==> src/rtl/servo_cmd_ctrl_pkg.sv <==
// Shared definitions for the servo command controller.
// Holds the command codes, reply status codes, the reply terminator byte,
// the 3-bit FSM state encodings and the request clamp helper.
package servo_cmd_ctrl_pkg;

    typedef logic [2:0] state_t;

    // Command codes (first byte of a frame)
    localparam logic [7:0] CMD_SET = 8'h01;
    localparam logic [7:0] CMD_GET = 8'h02;

    // Status codes (first byte of a reply, also shown on o_status)
    localparam logic [7:0] ST_OK      = 8'h00;
    localparam logic [7:0] ST_CLAMPED = 8'h01;
    localparam logic [7:0] ST_TIMEOUT = 8'hE1;
    localparam logic [7:0] ST_BAD_CMD = 8'hEE;

    // Last byte of every reply
    localparam logic [7:0] REPLY_TERM = 8'h0A;

    // FSM state encodings
    localparam logic [2:0] S_IDLE       = 3'd0;
    localparam logic [2:0] S_GOT_CMD    = 3'd1;
    localparam logic [2:0] S_GOT_HI     = 3'd2;
    localparam logic [2:0] S_EXEC       = 3'd3;
    localparam logic [2:0] S_TX_LOAD    = 3'd4;
    localparam logic [2:0] S_TX_WAIT_HI = 3'd5;
    localparam logic [2:0] S_TX_WAIT_LO = 3'd6;

    // Clamp an unsigned request into [lo_lim, hi_lim]
    function automatic logic [15:0] clamp_us(input logic [15:0] v,
                                             input logic [15:0] lo_lim,
                                             input logic [15:0] hi_lim);
        if (v < lo_lim) return lo_lim;
        if (v > hi_lim) return hi_lim;
        return v;
    endfunction

endpackage

==> src/rtl/servo_cmd_ctrl_if.sv <==
// Bus between servo_cmd_ctrl and its surroundings (uart_rx, uart_tx,
// servo_control, control_leds).
//   i_rx_valid/i_rx_data : byte strobe from uart_rx (1-cycle, no backpressure)
//   i_tx_busy            : uart_tx busy flag
//   o_tx_en/o_tx_data    : start strobe and byte to uart_tx
//   o_pulse_cyc/_upd     : servo high time in clk cycles and its change strobe
//   o_status, o_overrun  : last frame status, sticky dropped-byte flag
//   dbg_state            : current FSM state (parent or serializer phase)
// Handshake: o_tx_en is a 1-cycle strobe issued only while i_tx_busy is low;
// o_tx_data holds from that strobe until busy falls again. The rx side has
// no ready: a strobe that arrives while the controller cannot take it is
// dropped and recorded in o_overrun.
// master = the controller, slave = the environment.
interface servo_cmd_ctrl_if #(
    parameter int PULSE_W = 20
);
    import servo_cmd_ctrl_pkg::*;

    logic               i_rx_valid;
    logic [7:0]         i_rx_data;
    logic               i_tx_busy;
    logic               o_tx_en;
    logic [7:0]         o_tx_data;
    logic [PULSE_W-1:0] o_pulse_cyc;
    logic               o_pulse_upd;
    logic [7:0]         o_status;
    logic               o_overrun;
    state_t             dbg_state;

    modport master (
        input  i_rx_valid, i_rx_data, i_tx_busy,
        output o_tx_en, o_tx_data, o_pulse_cyc, o_pulse_upd, o_status,
               o_overrun, dbg_state
    );

    modport slave (
        output i_rx_valid, i_rx_data, i_tx_busy,
        input  o_tx_en, o_tx_data, o_pulse_cyc, o_pulse_upd, o_status,
               o_overrun, dbg_state
    );

endinterface

==> src/rtl/servo_cmd_ctrl_reply_serializer.sv <==
// Sends the 4-byte reply {status, hi, lo, 0x0A} to uart_tx.
//   clk, i_resetn : clock, synchronous active-low reset
//   start         : 1-cycle strobe, latches status/hi/lo (accepted in idle only)
//   tx_busy       : uart_tx busy flag
//   tx_en/tx_data : start strobe and byte to uart_tx
//   done          : 1-cycle strobe in the cycle the last byte completes
//   state         : serializer state (S_IDLE or one of the S_TX_* codes)
module servo_cmd_ctrl_reply_serializer
    import servo_cmd_ctrl_pkg::*;
(
    input  logic       clk,
    input  logic       i_resetn,
    input  logic       start,
    input  logic [7:0] status,
    input  logic [7:0] hi,
    input  logic [7:0] lo,
    input  logic       tx_busy,
    output logic       tx_en,
    output logic [7:0] tx_data,
    output logic       done,
    output state_t     state
);

    state_t     state_q;
    logic [1:0] idx;
    logic [1:0] wait_cnt;
    logic [7:0] byte_buf [4];

    // tx_en is combinational so it can never coincide with busy; it is also
    // gated by reset so a reset in the middle of a reply emits nothing.
    assign tx_en   = i_resetn && (state_q == S_TX_LOAD) && !tx_busy;
    assign tx_data = byte_buf[idx];
    assign done    = (state_q == S_TX_WAIT_LO) && !tx_busy && (idx == 2'd3);
    assign state   = state_q;

    always_ff @(posedge clk) begin
        if (!i_resetn) begin
            state_q  <= S_IDLE;
            idx      <= 2'd0;
            wait_cnt <= 2'd0;
            byte_buf <= '{default: 8'h00};
        end else begin
            case (state_q)
                S_IDLE: begin
                    if (start) begin
                        byte_buf <= '{status, hi, lo, REPLY_TERM};
                        idx      <= 2'd0;
                        state_q  <= S_TX_LOAD;
                    end
                end
                S_TX_LOAD: begin
                    if (!tx_busy) begin
                        wait_cnt <= 2'd0;
                        state_q  <= S_TX_WAIT_HI;
                    end
                end
                S_TX_WAIT_HI: begin
                    // A uart_tx that never raises busy must not stall the
                    // reply: after 4 cycles the byte counts as sent.
                    if (tx_busy || wait_cnt == 2'd3) begin
                        state_q <= S_TX_WAIT_LO;
                    end else begin
                        wait_cnt <= wait_cnt + 2'd1;
                    end
                end
                S_TX_WAIT_LO: begin
                    if (!tx_busy) begin
                        if (idx == 2'd3) begin
                            state_q <= S_IDLE;
                        end else begin
                            idx     <= idx + 2'd1;
                            state_q <= S_TX_LOAD;
                        end
                    end
                end
                default: state_q <= S_IDLE;
            endcase
        end
    end

endmodule

==> src/rtl/servo_cmd_ctrl.sv <==
// Command controller between uart_rx/uart_tx and servo_control.
// Assembles {CMD, HI, LO} frames, enforces an inter-byte timeout, executes
// SET/GET on the pulse-width register and hands a 4-byte reply to the
// serializer.
//   clk      : system clock
//   i_resetn : synchronous reset, active low
//   bus      : servo_cmd_ctrl_if master (rx strobe, tx handshake, pulse,
//              status, overrun, debug state)
module servo_cmd_ctrl
    import servo_cmd_ctrl_pkg::*;
#(
    parameter int CLK_PER_US  = 27,
    parameter int MIN_US      = 500,
    parameter int MAX_US      = 2500,
    parameter int DEFAULT_US  = 1500,
    parameter int TIMEOUT_CYC = 270000,
    parameter int PULSE_W     = 20
) (
    input  logic            clk,
    input  logic            i_resetn,
    servo_cmd_ctrl_if.master bus
);

    localparam int TW = $clog2(TIMEOUT_CYC);
    localparam logic [TW-1:0] TIMEOUT_LAST = TW'(TIMEOUT_CYC - 1);

    // While a reply is in flight the parent parks in S_TX_LOAD and the
    // serializer owns the detailed TX_* sequencing.
    state_t             state;
    logic [7:0]         cmd, hi, lo;
    logic [TW-1:0]      timer;
    logic [PULSE_W-1:0] pulse_cyc;
    logic               pulse_upd;
    logic [7:0]         status_q;
    logic               overrun;

    logic [15:0]        req_us, clamped_us, cur_us;
    logic [PULSE_W-1:0] set_cyc;
    logic               in_frame, accepting, timeout_hit, start, reply_done;
    logic [7:0]         rep_status, rep_hi, rep_lo;
    state_t             ser_state;

    assign req_us     = {hi, lo};
    assign clamped_us = clamp_us(req_us, 16'(MIN_US), 16'(MAX_US));
    assign set_cyc    = PULSE_W'(clamped_us) * PULSE_W'(CLK_PER_US);
    assign cur_us     = 16'(pulse_cyc / PULSE_W'(CLK_PER_US));

    assign in_frame    = (state == S_GOT_CMD) || (state == S_GOT_HI);
    assign accepting   = (state == S_IDLE) || in_frame;
    // A byte in the same cycle as the last timer count wins over the timeout.
    assign timeout_hit = in_frame && !bus.i_rx_valid && (timer == TIMEOUT_LAST);
    assign start       = (state == S_EXEC) || timeout_hit;

    always_comb begin
        rep_status = ST_OK;
        rep_hi     = 8'h00;
        rep_lo     = 8'h00;
        if (state == S_EXEC) begin
            case (cmd)
                CMD_SET: begin
                    rep_status       = (clamped_us != req_us) ? ST_CLAMPED : ST_OK;
                    {rep_hi, rep_lo} = clamped_us;
                end
                CMD_GET: {rep_hi, rep_lo} = cur_us;
                default: rep_status = ST_BAD_CMD;
            endcase
        end else if (timeout_hit) begin
            rep_status = ST_TIMEOUT;
        end
    end

    always_ff @(posedge clk) begin
        if (!i_resetn) begin
            state     <= S_IDLE;
            cmd       <= 8'h00;
            hi        <= 8'h00;
            lo        <= 8'h00;
            timer     <= '0;
            pulse_cyc <= PULSE_W'(DEFAULT_US * CLK_PER_US);
            pulse_upd <= 1'b0;
            status_q  <= ST_OK;
            overrun   <= 1'b0;
        end else begin
            pulse_upd <= 1'b0;
            if (bus.i_rx_valid && !accepting) overrun <= 1'b1;
            case (state)
                S_IDLE: begin
                    if (bus.i_rx_valid) begin
                        cmd   <= bus.i_rx_data;
                        timer <= '0;
                        state <= S_GOT_CMD;
                    end
                end
                S_GOT_CMD, S_GOT_HI: begin
                    if (bus.i_rx_valid) begin
                        if (state == S_GOT_CMD) begin
                            hi    <= bus.i_rx_data;
                            state <= S_GOT_HI;
                        end else begin
                            lo    <= bus.i_rx_data;
                            state <= S_EXEC;
                        end
                        timer <= '0;
                    end else if (timeout_hit) begin
                        // An abandoned frame is still the last frame seen.
                        status_q <= ST_TIMEOUT;
                        state    <= S_TX_LOAD;
                    end else begin
                        timer <= timer + TW'(1);
                    end
                end
                S_EXEC: begin
                    if (cmd == CMD_SET) begin
                        pulse_cyc <= set_cyc;
                        pulse_upd <= 1'b1;
                    end
                    status_q <= rep_status;
                    state    <= S_TX_LOAD;
                end
                default: begin
                    if (reply_done) state <= S_IDLE;
                end
            endcase
        end
    end

    servo_cmd_ctrl_reply_serializer u_reply (
        .clk      (clk),
        .i_resetn (i_resetn),
        .start    (start),
        .status   (rep_status),
        .hi       (rep_hi),
        .lo       (rep_lo),
        .tx_busy  (bus.i_tx_busy),
        .tx_en    (bus.o_tx_en),
        .tx_data  (bus.o_tx_data),
        .done     (reply_done),
        .state    (ser_state)
    );

    assign bus.o_pulse_cyc = pulse_cyc;
    assign bus.o_pulse_upd = pulse_upd;
    assign bus.o_status    = status_q;
    assign bus.o_overrun   = overrun;
    assign bus.dbg_state   = (state == S_TX_LOAD) ? ser_state : state;

endmodule

==> src/flat_wrapper.sv <==
// flat-port wrapper written by rule: the top's interface ports become plain ports
module servo_cmd_ctrl_flat import servo_cmd_ctrl_pkg::*;
#(
    parameter int CLK_PER_US  = 27,
    parameter int MIN_US      = 500,
    parameter int MAX_US      = 2500,
    parameter int DEFAULT_US  = 1500,
    parameter int TIMEOUT_CYC = 270000,
    parameter int PULSE_W     = 20
)
  (clk, i_resetn, bus_i_rx_valid, bus_i_rx_data, bus_i_tx_busy, bus_o_tx_en, bus_o_tx_data, bus_o_pulse_cyc, bus_o_pulse_upd, bus_o_status, bus_o_overrun, bus_dbg_state);
  servo_cmd_ctrl_if #(.PULSE_W(PULSE_W)) bus_i ();
  input  logic clk;
  input  logic i_resetn;
  input wire logic [$bits(bus_i.i_rx_valid)-1:0] bus_i_rx_valid;
  input wire logic [$bits(bus_i.i_rx_data)-1:0] bus_i_rx_data;
  input wire logic [$bits(bus_i.i_tx_busy)-1:0] bus_i_tx_busy;
  output wire logic [$bits(bus_i.o_tx_en)-1:0] bus_o_tx_en;
  output wire logic [$bits(bus_i.o_tx_data)-1:0] bus_o_tx_data;
  output wire logic [$bits(bus_i.o_pulse_cyc)-1:0] bus_o_pulse_cyc;
  output wire logic [$bits(bus_i.o_pulse_upd)-1:0] bus_o_pulse_upd;
  output wire logic [$bits(bus_i.o_status)-1:0] bus_o_status;
  output wire logic [$bits(bus_i.o_overrun)-1:0] bus_o_overrun;
  output wire logic [$bits(bus_i.dbg_state)-1:0] bus_dbg_state;
  assign bus_i.i_rx_valid = bus_i_rx_valid;
  assign bus_i.i_rx_data = bus_i_rx_data;
  assign bus_i.i_tx_busy = bus_i_tx_busy;
  assign bus_o_tx_en = bus_i.o_tx_en;
  assign bus_o_tx_data = bus_i.o_tx_data;
  assign bus_o_pulse_cyc = bus_i.o_pulse_cyc;
  assign bus_o_pulse_upd = bus_i.o_pulse_upd;
  assign bus_o_status = bus_i.o_status;
  assign bus_o_overrun = bus_i.o_overrun;
  assign bus_dbg_state = bus_i.dbg_state;
  servo_cmd_ctrl #(.CLK_PER_US(CLK_PER_US), .MIN_US(MIN_US), .MAX_US(MAX_US), .DEFAULT_US(DEFAULT_US), .TIMEOUT_CYC(TIMEOUT_CYC), .PULSE_W(PULSE_W)) u_core (.clk(clk), .i_resetn(i_resetn), .bus(bus_i));
endmodule
==> config.mk <==
export PLATFORM = sky130hd
export DESIGN_NAME = servo_cmd_ctrl_flat
export DESIGN_NICKNAME = d
export VERILOG_FILES = /design/src/rtl/servo_cmd_ctrl_pkg.sv /design/src/rtl/servo_cmd_ctrl_if.sv /design/src/rtl/servo_cmd_ctrl_reply_serializer.sv /design/src/rtl/servo_cmd_ctrl.sv /design/src/flat_wrapper.sv
export SDC_FILE = /design/constraint.sdc
export NUM_CORES = 1
export LEC_CHECK = 0
export BUFFER_PORTS_ARGS = -buffer_cell sky130_fd_sc_hd__clkbuf_2
export CAP_MARGIN = 15
export CORE_MARGIN = 10
export CORE_UTILIZATION = 40
export DETAILED_ROUTE_END_ITERATION = 12
export PLACE_DENSITY = 0.6
export SLEW_MARGIN = 20
export SYNTH_ARGS = -nofsm -noshare
export SYNTH_HDL_FRONTEND = slang
export SYNTH_SLANG_ARGS = --single-unit
==> constraint.sdc <==
create_clock -name clk -period 24.3 [get_ports clk]
set_clock_uncertainty 0.15 [all_clocks]
set_input_delay 4.86 -clock clk [delete_from_list [all_inputs] [get_ports clk]]
set_output_delay 4.86 -clock clk [all_outputs]
set_load 0.01 [all_outputs]
==> metrics.yaml <==
status: "finished, final reports clean"
timing.hold.ws_ns: 0.304
max-cap-violations: 0
crit_type: "reg -> reg"
drtAntennaViolNets: 0
grt.overflow.total: 0
yosys-top-cells-area: "dfxtp_1 (21%), nand2_1 (6.0%), a21oi_1 (6.0%), ha_1 (5.8%), fa_1 (5.3%)"
clk_path_buf_depth: 2
slew_headroom: 0.266
final_layout_size_suffix_gt1_frac: 0.0973
ff2ff_path_depth: 34
clkLatencyLatePin_ns: 0.36
syn_inst: 1259
wirelength_mm: 24.1
ys_warn_count: 0
dpl.hpwl_mm: 18.2
yosys-top-cells-count: "nand2_1 (151), nor2_1 (124), a21oi_1 (113)"
cts_made_buffers: 9
hp-class: "reg -> reg"
leakagePower_nw: 4.05
synth_area_um2: 9430
antenna_found_initial: 0
synth-seq-cells: 98
path_common_cell: "xnor2_1"
drt_iter0_drc: 513
ys_types: 106
slowest_stage: "xnor2_1"
startpoint_type: "flip-flop"
die_y_um: 174
worstMarginPinSlew_ns: 1.09
ys_async_sr_fraction: 0
cts_resized: 0
cts.sinks: 98
synth_edf_count: 0
period_needed_ns: 10.89
arrival_ns: 11.00
track_usage: 0.156
dr.pass1.iters: 5
fp.dieArea_um2: 30100
synth.top_cell.area_share: 0.208
hold_buffers: 0
yosysMostFrequentCell: "nand2_1"
tritoncts: "built"
htree_levels: 3
finalSetupViolCount: 0
die_w_um: 174
rsz0062_at_grt: "false"
drc: 0
num_antenna_cells: 0
vdd_drop_max_mv: 0.0535
fin_setup_tns_ns: 0
wl_per_cell_um: 15.1
grt_pass1_wl_mm: 40.9
viasPerCell: 5.63
slowest_delay_ns: 0.87
critPathMaxFanout: 23
syn_avg_cell_area_um2: 7.49
gp_congestion: 0.861
core_um2: 23300
ctsRootBufferMaster: "clkbuf_16"
grt_pass1_vias: 8487
finalHoldViolCount: 0
max_freq_mhz: 91.8
row_count: 56
io_buffers: 52
ys_seq_area_frac: 0.208
io_pins: 54
clk_pin_slew_ns: 0.07
synth_ff_type: "dfxtp_1"
maxSlewViolCount: 0
hold_depth: 2
crit_required_ns: 24.41
vias: 8980
post_cts_buffers: 0
min_period_over_period: 0.448
area_growth_pct: 7.70
end_kind: "flip-flop"
power_density_nw_per_um2: 77.5
start_util: 0.404
yosys.area.top_type: "dfxtp_1"
nets: 1351
grt_max_degree: 70
cell type report:
| cell class | count | area, µm² |
|---|---|---|
| clock buffer | 9 | 225 |
| clock inverter | 7 | 72.6 |
| timing repair buffer | 56 | 290 |
| tap | 319 | 399 |
| inverter | 88 | 330 |
| fill | 2465 | 13200 |
| multi-input combinational | 1017 | 6880 |
| sequential | 98 | 1960 |
state kept, by name, indices dropped and copies added, names as in the netlist:
name                     cells
u_core.bus.o_pulse_cyc      20
u_core.u_reply.byte_buf     20
u_core.timer                19
u_core.cmd                   8
u_core.hi                    8
u_core.lo                    8
u_core.bus.o_status          3
u_core.state                 3
u_core.u_reply.state         3
u_core.u_reply.idx           2
u_core.u_reply.wait_cnt      2
u_core.bus.o_overrun         1
u_core.bus.o_pulse_upd       1
layout by cell type (no fill, tap or decap), drive strengths merged, types with 9 or more instances in the layout:
| cell | netlist | final |
|---|---|---|
| and2 | 16 | 16 |
| a211oi | 16 | 16 |
| o21a | 19 | 19 |
| dfxtp | 98 | 98 |
| nand2 | 151 | 151 |
| o21ai | 70 | 70 |
| o22ai | 14 | 14 |
| o211ai | 12 | 12 |
| nor3 | 33 | 33 |
| xnor2 | 33 | 33 |
| mux2i | 10 | 10 |
| ha | 44 | 44 |
| a22oi | 14 | 14 |
| o21bai | 13 | 13 |
| nand2b | 16 | 16 |
| clkbuf | 41 | 61 |
| and3 | 10 | 10 |
| nand4 | 9 | 9 |
| nand3 | 37 | 37 |
| inv | 86 | 89 |
| nor2b | 14 | 14 |
| xor2 | 15 | 15 |
| nor2 | 126 | 126 |
| a21o | 17 | 17 |
| a21oi | 119 | 119 |
| conb | 2 | 16 |
| fa | 25 | 25 |
final timing paths:
kind | startpoint | end | slack (ns)
worst max-delay path | u_core.bus.o_pulse_cyc[16] | u_core.u_reply.byte_buf[8] | 13.41
worst min-delay path | u_core.bus.o_overrun | u_core.bus.o_overrun | 0.30
worst max register to register | u_core.bus.o_pulse_cyc[16] | u_core.u_reply.byte_buf[8] | 13.41
worst min register to register | u_core.bus.o_overrun | u_core.bus.o_overrun | 0.30
worst max-delay path, delay by kind of cell (launching register included):
kind | cells | cell delay (ns)
simple gates | 11 | 2.95
compound gates | 17 | 4.79
xor+xnor | 4 | 1.69
flops | 1 | 0.79
fa+ha+maj | 1 | 0.33
buf+inv | 1 | 0.10
layer usage:
metal,share of wire,track usage,up-vias
li1,-,-,4546
met1,0.49,0.210,4193
met2,0.45,0.254,212
met3,0.040,0.0198,29
met4,0.017,0.0496,0
met5,0,0,-
where the power goes:
part | switching [mW] | leakage, nW | total (mW) | internal [mW]
logic | 0.281 | 3.12 | 0.478 | 0.197
registers | 0.00258 | 0.792 | 0.166 | 0.163
clock network | 0.0711 | 0.143 | 0.144 | 0.0726
total | 0.355 | 4.05 | 0.787 | 0.433
logic make-up after synthesis:
logic type      share of synthesized area
buf+inv                            0.0687
flops                               0.208
mux                                0.0194
other cells                      0.000796
fa+ha+maj                           0.117
compound gates                      0.305
xor+xnor                           0.0490
simple gates                        0.232
stage by stage:
step | cell area [µm²] | cells | util | total power [mW] | worst slack (ns)
3_3_place_gp | 9850 | 1578 | 0.422 | 0.636 | 13.58
5_1_grt | 10200 | 1594 | 0.435 | 0.863 | 12.53
2_1_floorplan | 9480 | 1273 | - | 0.560 | 13.75
3_5_place_dp | 9850 | 1578 | 0.422 | 0.641 | 13.56
4_1_cts | 10200 | 1594 | 0.435 | 0.788 | 13.53
6_report | 10200 | 1594 | 0.435 | 0.787 | 13.41
(Power assumes the default switching activity.)
